--- config.mk ---
export PLATFORM = sky130hd
export DESIGN_NAME = ubin_acc
export DESIGN_NICKNAME = d
export VERILOG_FILES = /design/src/rtl/ubin_acc.sv
export SDC_FILE = /design/constraint.sdc
export NUM_CORES = 1
export LEC_CHECK = 0
export BUFFER_PORTS_ARGS = -buffer_cell sky130_fd_sc_hd__buf_2
export CAP_MARGIN = 30
export CORE_UTILIZATION = 50
export DETAILED_ROUTE_END_ITERATION = 8
export MAX_ROUTING_LAYER = met4
export PLACE_DENSITY = 0.78
export SETUP_SLACK_MARGIN = 0.5
export SYNTH_ARGS = -nofsm -noshare
export SYNTH_HDL_FRONTEND = slang
export SYNTH_SLANG_ARGS = --single-unit
--- constraint.sdc ---
create_clock -name clk -period 2.8 [get_ports clk]
set_input_delay 0.42 -clock clk [delete_from_list [all_inputs] [get_ports clk]]
set_output_delay 0.42 -clock clk [all_outputs]
set_load 0.03 [all_outputs]
--- src/rtl/ubin_acc.sv ---
// Unary-to-binary accumulator: counts ones over 2^WINLOG enabled samples of a unary stream.
// Latency: result valid the cycle after the last-sample edge; 2^WINLOG+1 cycles from iStart with no gaps.
// Backpressure: one-entry result register; a result arriving while it is held and not accepted is dropped and flags oOvr.
`ifndef INWD
`define INWD 4
`endif

module ubin_acc #(
   parameter int INWD   = `INWD,
   parameter int WINLOG = 2 * INWD
) (
   input  logic              clk,
   input  logic              rst_n,
   input  logic              iBit,
   input  logic              iEn,
   input  logic              iStart,
   input  logic              iCont,
   input  logic              iReady,
   input  logic              iClrOvr,
   output logic              oValid,
   output logic [WINLOG:0]   oCnt,
   output logic [INWD-1:0]   oVal,
   output logic              oBusy,
   output logic              oOvr
);

   typedef enum logic {IDLE = 1'b0, RUN = 1'b1} state_t;

   state_t              state;
   logic [WINLOG:0]     acc;
   logic [WINLOG-1:0]   win_cnt;
   logic [WINLOG:0]     final_cnt;
   logic [INWD-1:0]     final_val;
   logic                last_sample;

   // Count including the current sample, and its saturated INWD-bit view.
   // Only the all-ones window (top bit set) can overflow the shifted range.
   always_comb begin
      final_cnt   = acc + {{WINLOG{1'b0}}, iBit};
      final_val   = final_cnt[WINLOG] ? {INWD{1'b1}} : final_cnt[WINLOG-1 -: INWD];
      last_sample = (state == RUN) && iEn && (win_cnt == {WINLOG{1'b1}});
   end

   // Busy is a straight view of the registered FSM state.
   assign oBusy = (state == RUN);

   // FSM, accumulator, window counter, result register and sticky overrun flag.
   always_ff @(posedge clk or negedge rst_n) begin
      if (!rst_n) begin
         state   <= IDLE;
         acc     <= '0;
         win_cnt <= '0;
         oValid  <= 1'b0;
         oCnt    <= '0;
         oVal    <= '0;
         oOvr    <= 1'b0;
      end else begin
         // Consumption; a refill later in this block overrides it.
         if (oValid && iReady) begin
            oValid <= 1'b0;
         end
         // Clear first so a same-edge overrun set takes priority.
         if (iClrOvr) begin
            oOvr <= 1'b0;
         end
         case (state)
            IDLE: begin
               if (iStart) begin
                  state   <= RUN;
                  acc     <= '0;
                  win_cnt <= '0;
               end
            end
            RUN: begin
               if (last_sample) begin
                  acc     <= '0;
                  win_cnt <= '0;
                  state   <= iCont ? RUN : IDLE;
                  if (!oValid || iReady) begin
                     oValid <= 1'b1;
                     oCnt   <= final_cnt;
                     oVal   <= final_val;
                  end else begin
                     oOvr <= 1'b1;
                  end
               end else if (iEn) begin
                  acc     <= final_cnt;
                  win_cnt <= win_cnt + 1'b1;
               end
            end
            default: state <= IDLE;
         endcase
      end
   end

endmodule

==> summary.txt, run 1 <==
Worst setup path
  – WP data arrival: 2.19 ns
  – Crit start category: flop
  – Worst path cell trace: ha_1, and4_2, and4_2, mux2_2
  – Max FO, Critical Path: 13
  – Worst Setup End Kind: flop
  – Slowest Stage Delay on Critical Path: 0.45 ns
  – Critical path class: reg -> reg
  – Most used cell, CP: and4_2
  – CP required: 3.03 ns
  – Crit-path slowest cell: dfrtp_1

Min path
  – Hold/Removal Path Class: in -> async

Drt
  – Routed WL: 2.97 mm
  – Drt initial violations: 42
  – TritonRoute pass-1 iters: 5
  – Post-route DRC: 0
  – Post-DR wirelength/cell: 13.6 µm
  – Post-DR vias/cell: 5.61
  – Via Count: 1,228
  – ANT nets after route: 0

GRT
  – Initial antenna violation count: 0
  – First-pass GRT wire length: 4.97 mm
  – Vias in the first global route: 1,110
  – GRT Total Usage: 20.3%
  – GRT overflow: 0
  – Pin count of the biggest net entering global routing: 34

Pwr
  – Combinational Power Share: 14.3%
  – Leak Pwr: 0.890 nW
  – Sequential Power Share: 52.5%
  – PD cells: 613 nW/µm²
  – Clk network pwr share: 33.2%
  – Worst VDD drop: 0.366 mV
  – Sw Share: 27.8%
  – P_sw: 0.313 mW
  – Internal power: 0.812 mW

Placement
  – DP HPWL: 2.10 mm
  – Gpl congestion: 0.892
  – PortBufs: 23

Floorplan
  – Core Box Area: 3080 µm²
  – Rows: 20
  – DIE HEIGHT: 59.1 µm
  – Starting Density: 53.0%
  – Die area: 3500 µm²
  – Die width: 59.1 µm
  – Ports: 24

STA
  – Max_slew headroom: 52.1%
  – Final setup viols: 0
  – Worst clock skew: 0.00836 ns
  – Final slew viol count: 0
  – Post-layout min period: 1.96 ns
  – Slew of the pin with the lowest slew margin: 0.718 ns
  – RSZ-0062 raised after global routing: no
  – Fin Setup TNS: 0 ns
  – Final Hold Vio Count: 0
  – Final period util: 70.0%
  – Achievable clock frequency: 510 MHz

Synthesis
  – Synth cell types: 34
  – Post-synthesis sequential area ratio: 50.6%
  – Share of the synthesized area in the top cell type: 50.6%
  – Syn Std Cell Area: 1630 µm²
  – Post-Synthesis Net Count: 163
  – Post-Syn Instances: 151
  – Cell taking the most area after synthesis: dfrtp_1
  – Top post-synthesis cells by area: dfrtp_1 51%, mux2_2 3.4%, a22o_1 3.2%
  – Number of synthesized register bits: 33
  – Syn avg cell area: 10.8 µm²
  – Synth Warn #: 0

Clock network
  – Post-cts hold buffer count: 0
  – CTS max path bufs: 2
  – Clock root buffer: clkbuf_4
  – Worst-path clk slew: 0.10 ns
  – Post-CTS setup buffer count: 0
  – H-tree depth: 2
  – CTS buffer count: 5
  – Clock Latency Late Sink: 0.34 ns
  – Post-CTS resize count: 0
  – CTS tree: built
  – CTS sink count: 33

Finish
  – # fillers: 270
  – Area delta synth->final: 12.3%
  – Nets@finish: 186
  – Finished Core Util: 59.6%
  – N_diodes: 0
  – Layout cell share with drive strength beyond 1: 23.4%

Run
  – Number of max-cap violations: 0

Run status
  – Outcome: finished clean
area by class of cell:
cell class	instances	area (µm²)	area share, %
Tap cell	44	55.1	3.00
Inverter	5	18.8	1.02
Clock inverter	1	30.0	1.64
Sequential cell	33	826	45.0
Timing Repair Buffer	23	115	6.28
Multi-Input combinational cell	106	734	40.0
Clock buffer	7	55.1	3.00
stage by stage:
stage | cells | total power [mW] | cell area (µm²) | hold slack, ns | setup slack, ns
6_report | 219 | 1.12 | 1830 | 0.123 | 0.840
5_1_grt | 219 | 1.18 | 1830 | 0.165 | 0.746
4_1_cts | 219 | 1.14 | 1830 | 0.133 | 0.834
3_5_place_dp | 211 | 0.759 | 1750 | 0.469 | 0.866
3_3_place_gp | 211 | 0.746 | 1750 | 0.465 | 0.954
2_1_floorplan | 151 | 0.713 | 1630 | 0.124 | 1.13
worst max-delay path, delay by kind of cell, from the launching register on:
kind	cells	cell delay (ns)
flops	1	0.45
mux	1	0.36
simple gates	2	0.71
fa+ha+maj	1	0.33
sequential cells by signal, summed over array words and instances (netlist names):
register,cells
oCnt,9
oValid,1
acc,9
oOvr,1
oBusy,1
oVal,4
win_cnt,8
synthesized netlist by cell type, drive strengths merged:
| master | instances |
|---|---|
| inv | 5 |
| mux2i | 2 |
| buf | 7 |
| or2b | 1 |
| or3 | 2 |
| a32o | 1 |
| a21oi | 8 |
| a22o | 6 |
| o21a | 2 |
| and4 | 2 |
| o21ai | 10 |
| xor2 | 5 |
| a21boi | 1 |
| nand3 | 9 |
| a21o | 2 |
| nand2b | 2 |
| a41oi | 4 |
| o22a | 1 |
| xnor2 | 2 |
| dfrtp | 33 |
| nor2 | 11 |
| and2 | 1 |
| a31oi | 6 |
| mux2 | 5 |
| ha | 4 |
| nand2 | 10 |
| nor3b | 1 |
| nand4 | 3 |
| o31a | 3 |
| o22ai | 1 |
| and3 | 1 |
final timing paths:
check | slack [ns] | from | endpoint | cells past startpoint
worst min register to register | 0.49 | win_cnt[7] | win_cnt[7] | 1
worst max-delay path | 0.84 | win_cnt[0] | oCnt[7] | 4
worst min-delay path | 0.12 | rst_n | oVal[2] | 1
worst max register to register | 0.84 | win_cnt[0] | oCnt[7] | 4
min in group clk | 0.26 | iClrOvr | oOvr | 2
max in group asynchronous | 2.22 | rst_n | win_cnt[2] | 1
metal layers:
metal  share of wire (%)  GRT usage (%)
met2                  48           30.8
met1                  45           24.8
met5                   0              -
met4                 1.4           8.84
met3                 4.8           6.55
power groups by stage:
stage / clock, mW / combinational, mW / sequential [mW]
2_1_floorplan: 0 / 0.144 / 0.570
3_3_place_gp: 0 / 0.153 / 0.593
3_5_place_dp: 0 / 0.163 / 0.596
4_1_cts: 0.387 / 0.165 / 0.588
5_1_grt: 0.399 / 0.182 / 0.598
6_report: 0.373 / 0.161 / 0.590
cells by family after synthesis:
logic type / count (synthesis) / share of synthesized area (%)
simple gates: 43 / 13.6
buf+inv: 12 / 4.44
mux: 7 / 4.67
flops: 33 / 50.6
fa+ha+maj: 4 / 3.07
compound gates: 45 / 19.8
xor+xnor: 7 / 3.75
cell usage in the layout (no fill, tap or decap), types with 4 or more instances in the layout:
| master | synthesis | final |
|---|---|---|
| dfrtp_1 | 33 | 33 |
| ha_1 | 4 | 4 |
| inv_1 | 5 | 5 |
| buf_2 | 4 | 23 |
| clkbuf_4 | 0 | 5 |
| o21ai_0 | 10 | 10 |
| a22o_1 | 6 | 6 |
| a21oi_1 | 8 | 8 |
| nor2_1 | 11 | 11 |
| nand2_1 | 10 | 10 |
| xor2_1 | 5 | 5 |
| mux2_2 | 5 | 5 |
| a31oi_1 | 6 | 6 |
| nand3_1 | 9 | 9 |
(Power assumes the default switching activity.)
==> inputs of run 2 (changes only) <==
--- a/config.mk
+++ b/config.mk
@@ -5,6 +5,7 @@
 export SDC_FILE = /design/constraint.sdc
 export NUM_CORES = 1
 export LEC_CHECK = 0
+export ABC_AREA = 1
 export BUFFER_PORTS_ARGS = -buffer_cell sky130_fd_sc_hd__buf_2
 export CAP_MARGIN = 30
 export CORE_UTILIZATION = 50
==> constraint.sdc (replaced) <==
create_clock -name clk -period 1.9 [get_ports clk]
set_input_delay 0.285 -clock clk [delete_from_list [all_inputs] [get_ports clk]]
set_output_delay 0.285 -clock clk [all_outputs]
set_load 0.03 [all_outputs]
==> run 2 against run 1 <==
  * Maximum frequency increased by 35%
  * Design area increased by 11%
  * Global-route usage is 4.1 points higher
  * Clock skew decreased by 0.0045 ns
  * Via count up 16%
  * Combinational power rose to 3.0 times the previous value
  * Critical path depth rose by 3
  * Total power grew 61%
  * Register-to-register slack got worse by 0.39 ns
  * Largest cell class unchanged
==> summary.txt, run 2 <==
Run status
  – Outcome: finished clean

STA
  – Worst clock skew: 0.00383 ns (-0.00453 ns)
  – Max_slew headroom: 52.3% (+0.20 points)
  – Fin Setup TNS: 0 ns (unchanged)
  – Final slew viol count: 0 (unchanged)
  – Final Hold Vio Count: 0 (unchanged)
  – Post-layout min period: 1.45 ns (-0.510 ns)
  – Achievable clock frequency: 690 MHz (+35%)
  – Slew of the pin with the lowest slew margin: 0.715 ns (-0.00293 ns)
  – Final setup viols: 0 (unchanged)
  – Final period util: 76.3% (+6.3 points)
  – RSZ-0062 raised after global routing: yes

Synthesis
  – Cell taking the most area after synthesis: dfrtp_1
  – Top post-synthesis cells by area: dfrtp_1 51%, nand2_1 15%, o21ai_0 5.5%
  – Synth Warn #: 0 (unchanged)
  – Commonest register cell after synthesis: dfrtp_1
  – Async set-or-reset flop fraction in the synthesized netlist: 100% (unchanged)
  – Most common library cells after synthesis: 66 x nand2_1, 33 x dfrtp_1, 21 x inv_1, 18 x o21ai_0, 13 x nand3_1
  – Count leader, synth: nand2_1
  – Number of synthesized register bits: 33 (unchanged)
  – Synth cell types: 21 (-38%)
  – Post-Synthesis Net Count: 205 (+26%)
  – Post-synthesis sequential area ratio: 50.7% (+0.078 points)
  – Syn avg cell area: 8.45 µm² (-22%)
  – Share of the synthesized area in the top cell type: 50.7% (+0.078 points)
  – Syn Std Cell Area: 1630 µm² (-0.15%)
  – Post-synth EDFFs: 0 (unchanged)
  – Post-Syn Instances: 193 (+28%)

Worst setup path
  – WP data arrival: 1.74 ns (-0.45 ns)
  – R2R Setup Slk: 0.45 ns (-0.39 ns)
  – Worst Setup End Kind: flop
  – Worst path depth: 7 (+3)
  – Slowest Stage Delay on Critical Path: 0.37 ns (-0.08 ns)
  – Crit start category: flop
  – RR Startpoint: win_cnt[0]
  – Max FO, Critical Path: 5 (-8)
  – RR Endpoint: oVal[1]
  – Crit path max-delay family: simple AND/OR/NAND/NOR gates
  – CP Launch Point: win_cnt[0]
  – CP required: 2.19 ns (-0.84 ns)
  – Critical path class: reg -> reg
  – Worst path cell trace: ha_2, nand2_2, nor2_4, nand3_4, nor2_4, nand2_4, nand3_2
  – Most used cell, CP: nor2_4
  – Crit path to: oVal[1]
  – Reg2reg path depth: 7 (+3)
  – Buffers & Inverters on Critical Path: 0 (unchanged)
  – Crit-path slowest cell: dfrtp_1

Placement
  – PortBufs: 23 (unchanged)
  – Placed instance count: 259 (+23%)
  – DP HPWL: 2.32 mm (+10%)
  – Gpl congestion: 0.899 (+0.76%)

Finish
  – Finished Core Util: 65.9% (+6.3 points)
  – Leading registers by flop count: acc: 9 flops, oCnt: 9 flops, win_cnt: 8 flops
  – Nets@finish: 245 (+32%)
  – Commonest non-fill, non-tap cell in the layout: nand2_1
  – Final non-filler cell total: 278 (+27%)
  – Area delta synth->final: 24.3%
  – Layout cell share with drive strength beyond 1: 31.6% (+8.2 points)
  – N_diodes: 0 (unchanged)
  – Commonest cells after routing, fill and taps aside: 58 x nand2_1, 32 x dfrtp_1, 23 x buf_2

GRT
  – First-pass GRT wire length: 5.87 mm (+18%)
  – Vias in the first global route: 1,319 (+19%)
  – GRT overflow: 0 (unchanged)
  – GRT Total Usage: 24.4% (+4.1 points)
  – Initial antenna violation count: 0 (unchanged)
  – Pin count of the biggest net entering global routing: 34 (unchanged)

Floorplan
  – Ports: 24 (unchanged)
  – DIE HEIGHT: 59.1 µm (about the same)
  – Die width: 59.1 µm (about the same)
  – Rows: 20 (unchanged)
  – Starting Density: 53.0% (-0.081 points)
  – Core Box Area: 3080 µm² (unchanged)
  – Die area: 3490 µm² (-0.15%)

Clock network
  – Clock root buffer: clkbuf_4
  – CTS max path bufs: 2 (unchanged)
  – CTS tree: built
  – H-tree depth: 2 (unchanged)
  – CTS sink count: 33 (unchanged)
  – Clock Latency Late Sink: 0.34 ns (about the same)
  – CTS buffer count: 5 (unchanged)
  – Worst-path clk slew: 0.10 ns (about the same)

Drt
  – Post-DR wirelength/cell: 12.9 µm (-5.2%)
  – Via Count: 1,425 (+16%)
  – Drt initial violations: 92 (+120%)
  – Routed WL: 3.58 mm (+20%)
  – ANT nets after route: 0 (unchanged)
  – Post-route DRC: 0 (unchanged)
  – TritonRoute pass-1 iters: 4 (-1)
  – Post-DR vias/cell: 5.13 (-8.6%)

Pwr
  – Total Power: 1.81 mW (+61%)
  – Worst VDD drop: 0.714 mV (+95%)
  – PD cells: 894 nW/µm² (+46%)
  – Leak Pwr: 1.08 nW (+21%)

Min path
  – Hold/Removal Path Class: in -> reg

Run
  – Number of max-cap violations: 0 (unchanged)
[run 2: changes by cell type after synthesis, sizes merged, moves of 6 or more]
cell	before	now
nand3	9	15
o21ai	10	22
a31oi	6	0
a21oi	8	2
nand2	10	70
inv	5	21
a22o	6	0
buf	7	1
[run 2: cell families after synthesis]
family | count (synthesis) | share of synthesized area [%]
simple gates | 101 | 28.5
xor+xnor | 4 | 2.15
fa+ha+maj | 4 | 3.07
compound gates | 28 | 9.82
flops | 33 | 50.7
buf+inv | 23 | 5.76
[run 2: metal layers]
layer  up-vias  part of all wire, %  global-route usage [%]
met3         7                  5.3                    7.21
met2        44                   48                    36.0
met5         -                    0                       -
met1       673                   45                    30.4
li1        701                    -                       -
met4         0                  1.9                    12.6
[run 2: cell type report]
cell class	count	area, µm²
repair buffers	35	220
clock buffers	6	41.3
inverters	21	78.8
clock inverters	2	10.0
flip-flops and latches	33	827
well taps	44	55.1
fillers	264	1050
multi-input cells	137	795
[run 2: worst register-to-register path, delay by kind of cell, from the launching register on]
family                   cells  cell delay [ns]
adder cells (fa/ha/maj)      1             0.20
flip-flops                   1             0.37
AND/OR/NAND/NOR              6             0.84
[run 2: power by group]
group / internal [mW] / switching, mW
Sequential: 0.812 / 0.138
Combinational: 0.209 / 0.274
Clock: 0.141 / 0.237
Total: 1.16 / 0.649
[run 2: worst min-delay path by stage]
stage             from  depth (start not counted)      end
4_1_cts        iClrOvr                          2     oOvr
6_report       iClrOvr                          2     oOvr
3_5_place_dp     rst_n                          1  oCnt[6]
2_1_floorplan    rst_n                          0   acc[0]
3_3_place_gp     rst_n                          1  oCnt[6]
5_1_grt        iClrOvr                          2     oOvr
[run 2: per-stage QoR]
stage / cell area (µm²) / setup slack, ns / hold WS (ns)
final: 2030 / 0.450 / 0.115
after CTS: 2000 / 0.497 / 0.0911
after detailed placement: 1790 / 0.328 / 0.384
after floorplan: 1630 / 0.504 / -0.0106
after global placement: 1790 / 0.362 / 0.385
after global routing: 2030 / 0.371 / 0.0990
[run 2: repair_timing]
item	in CTS	in global routing
gates resized for setup	18	8
endpoints found under the hold margin	23	0
pin swaps	8	10
hold buffers	1	0
endpoints found under the setup margin	27	29
setup buffers	8	2
==> inputs of run 3 (changes only) <==
==> constraint.sdc (replaced) <==
create_clock -name clk -period 1.42 [get_ports clk]
set_input_delay 0.213 -clock clk [delete_from_list [all_inputs] [get_ports clk]]
set_output_delay 0.213 -clock clk [all_outputs]
set_load 0.03 [all_outputs]
==> run 3 against run 2 <==
  * The run now ends with negative setup slack left
  * Global-route usage increased by 1.2 points
  * Sequential share of layout area decreased by 8.3 points
  * Wire length increased by 24%
  * Clock-buffer cell count increased by 1
  * Largest cell class is now multi-input gates
  * Highest routed layer unchanged
==> summary.txt, run 3 (synthesized netlist as in run 2, its figures left out) <==
Clock network
  – CTS sink count: 33 (unchanged)
  – CTS tree: built
  – Clock root buffer: clkbuf_4
  – CTS max path bufs: 2 (unchanged)
  – Clock Latency Late Sink: 0.35 ns (about the same)
  – CTS buffer count: 5 (unchanged)
  – Worst-path clk slew: 0.10 ns (about the same)
  – H-tree depth: 2 (unchanged)

Worst setup path
  – CP required: 1.70 ns (-0.49 ns)
  – Crit path max-delay family: simple AND/OR/NAND/NOR gates
  – RR Endpoint: oVal[1]
  – Reg2reg path depth: 7 (unchanged)
  – Worst path cell trace: ha_4, nand2_4, nor2_4, nand3_4, nor2_4, nand2_2, nand3_1
  – Buffers & Inverters on Critical Path: 0 (unchanged)
  – Most used cell, CP: nor2_4
  – WP data arrival: 1.73 ns (about the same)
  – Crit-path slowest cell: dfrtp_1
  – RR Startpoint: win_cnt[0]
  – Crit start category: flop
  – Slowest Stage Delay on Critical Path: 0.43 ns (+0.06 ns)
  – Worst Setup End Kind: flop
  – R2R Setup Slk: -0.03 ns (-0.48 ns)
  – Max FO, Critical Path: 5 (unchanged)
  – Critical path class: reg -> reg

Floorplan
  – Die width: 59.1 µm (unchanged)
  – DIE HEIGHT: 59.1 µm (unchanged)
  – Die area: 3490 µm² (unchanged)
  – Rows: 20 (unchanged)
  – Starting Density: 53.0% (unchanged)
  – Core Box Area: 3080 µm² (unchanged)
  – Ports: 24 (unchanged)

STA
  – Slew of the pin with the lowest slew margin: 0.355 ns (-0.360 ns)
  – Worst clock skew: 0.0203 ns (+0.0165 ns)
  – Final setup viols: 8 (+8)
  – Worst setup margin: -0.0283 ns (-0.479 ns)
  – RSZ-0062 raised after global routing: yes
  – Final slew viol count: 0 (unchanged)
  – Final period util: 102% (+26 points)
  – Fin Setup TNS: -0.168 ns (-0.168 ns)
  – Max_slew headroom: 76.3% (+24 points)
  – Achievable clock frequency: 690 MHz (about the same)
  – Post-layout min period: 1.45 ns (-0.00145 ns)
  – Final Hold Vio Count: 0 (unchanged)

Drt
  – ANT nets after route: 0 (unchanged)
  – Drt initial violations: 50 (-46%)
  – Routed WL: 4.43 mm (+24%)
  – Post-DR wirelength/cell: 14.7 µm (+14%)
  – TritonRoute pass-1 iters: 4 (unchanged)
  – Post-route DRC: 0 (unchanged)
  – Via Count: 1,565 (+9.8%)
  – Post-DR vias/cell: 5.18 (+1.1%)

Finish
  – Leading registers by flop count: acc: 9 flops, oCnt: 9 flops, win_cnt: 8 flops
  – # fillers: 169 (-36%)
  – N_diodes: 0 (unchanged)
  – Commonest non-fill, non-tap cell in the layout: nand2_1
  – Finished Core Util: 82.7% (+17 points)
  – Nets@finish: 269 (+9.8%)
  – Layout cell share with drive strength beyond 1: 49.2% (+18 points)
  – Commonest cells after routing, fill and taps aside: 49 x nand2_1, 32 x dfrtp_1, 25 x buf_4
  – Area delta synth->final: 56.2%

Placement
  – PortBufs: 23 (unchanged)
  – DP Worst Slack: 0.0495 ns (-0.278 ns)
  – DP HPWL: 2.37 mm (+2.1%)
  – Gpl congestion: 0.883 (-1.8%)

Run status
  – Outcome: complete, but fails checks
  – Violations in the final reports: negative setup slack

Pwr
  – Total Power: 2.94 mW (+62%)
  – Leak Pwr: 1.25 nW (+16%)
  – Worst VDD drop: 0.957 mV (+34%)
  – PD cells: 1150 nW/µm² (+29%)

GRT
  – GRT Total Usage: 25.6% (+1.2 points)
  – First-pass GRT wire length: 6.37 mm (+8.5%)
  – Initial antenna violation count: 0 (unchanged)
  – Pin count of the biggest net entering global routing: 20 (-41%)
  – Vias in the first global route: 1,454 (+10%)
  – GRT overflow: 0 (unchanged)

Min path
  – Hold wc startpoint: iClrOvr
  – Worst Hold Depth: 2 (unchanged)
  – Hold EP: oOvr
  – Hold/Removal Path Class: in -> reg

Run
  – Number of max-cap violations: 0 (unchanged)
-- run 3: cell count changes in the layout (fill, tap and decap cells not counted), moves of 7 or more --
| cell | delta |
|---|---|
| o21ai_0 | -13 |
| buf_6 | +23 |
| nand2_1 | -9 |
| buf_4 | +15 |
| o21ai_2 | +7 |
| buf_2 | -16 |
-- run 3: layer usage --
metal,share of wire [%],global-route usage (%)
met4,2.0,7.48
met1,41,29.8
met2,54,43.7
met3,3.1,6.33
met5,0,-
-- run 3: per-stage QoR --
| stage | area [µm²] | cells | hold WS (ns) |
|---|---|---|---|
| 6_report | 2550 | 302 | 0.0537 |
| 3_3_place_gp | 1940 | 268 | 0.137 |
| 5_1_grt | 2550 | 302 | 0.0467 |
| 3_5_place_dp | 1940 | 268 | 0.137 |
| 4_1_cts | 2320 | 293 | 0.0498 |
| 2_1_floorplan | 1690 | 193 | -0.0826 |
-- run 3: final cells by class --
cell class / instances / area, µm² / share of cell area (%)
inverters: 21 / 78.8 / 3.10
repair buffers: 59 / 547 / 21.5
clock buffers: 7 / 65.1 / 2.56
well taps: 44 / 55.1 / 2.16
multi-input cells: 137 / 968 / 38.0
clock inverters: 1 / 5.00 / 0.197
flip-flops and latches: 33 / 827 / 32.5
-- run 3: how the worst max path moves through the flow --
stage | from | endpoint | slack (ns) | depth (start not counted)
2_1_floorplan | win_cnt[0] | oVal[3] | 0.07 | 7
3_3_place_gp | win_cnt[0] | acc[8] | 0.09 | 7
3_5_place_dp | win_cnt[0] | win_cnt[7] | 0.05 | 7
4_1_cts | acc[0] | oVal[2] | 0.06 | 9
5_1_grt | win_cnt[1] | oVal[0] | -0.12 | 7
6_report | win_cnt[0] | oVal[1] | -0.03 | 7
-- run 3: repair_timing --
action | in CTS | in global routing
setup buffers | 16 | 9
endpoints found under the setup margin | 49 | 49
hold endpoints to repair | 14 | 0
hold buffers | 1 | 0
pin swaps | 7 | 11
gates resized for setup | 58 | 41
-- run 3: power breakdown --
| part | internal (mW) | switching [mW] |
|---|---|---|
| clock network | 0.287 | 0.332 |
| logic | 0.481 | 0.566 |
| registers | 1.09 | 0.182 |
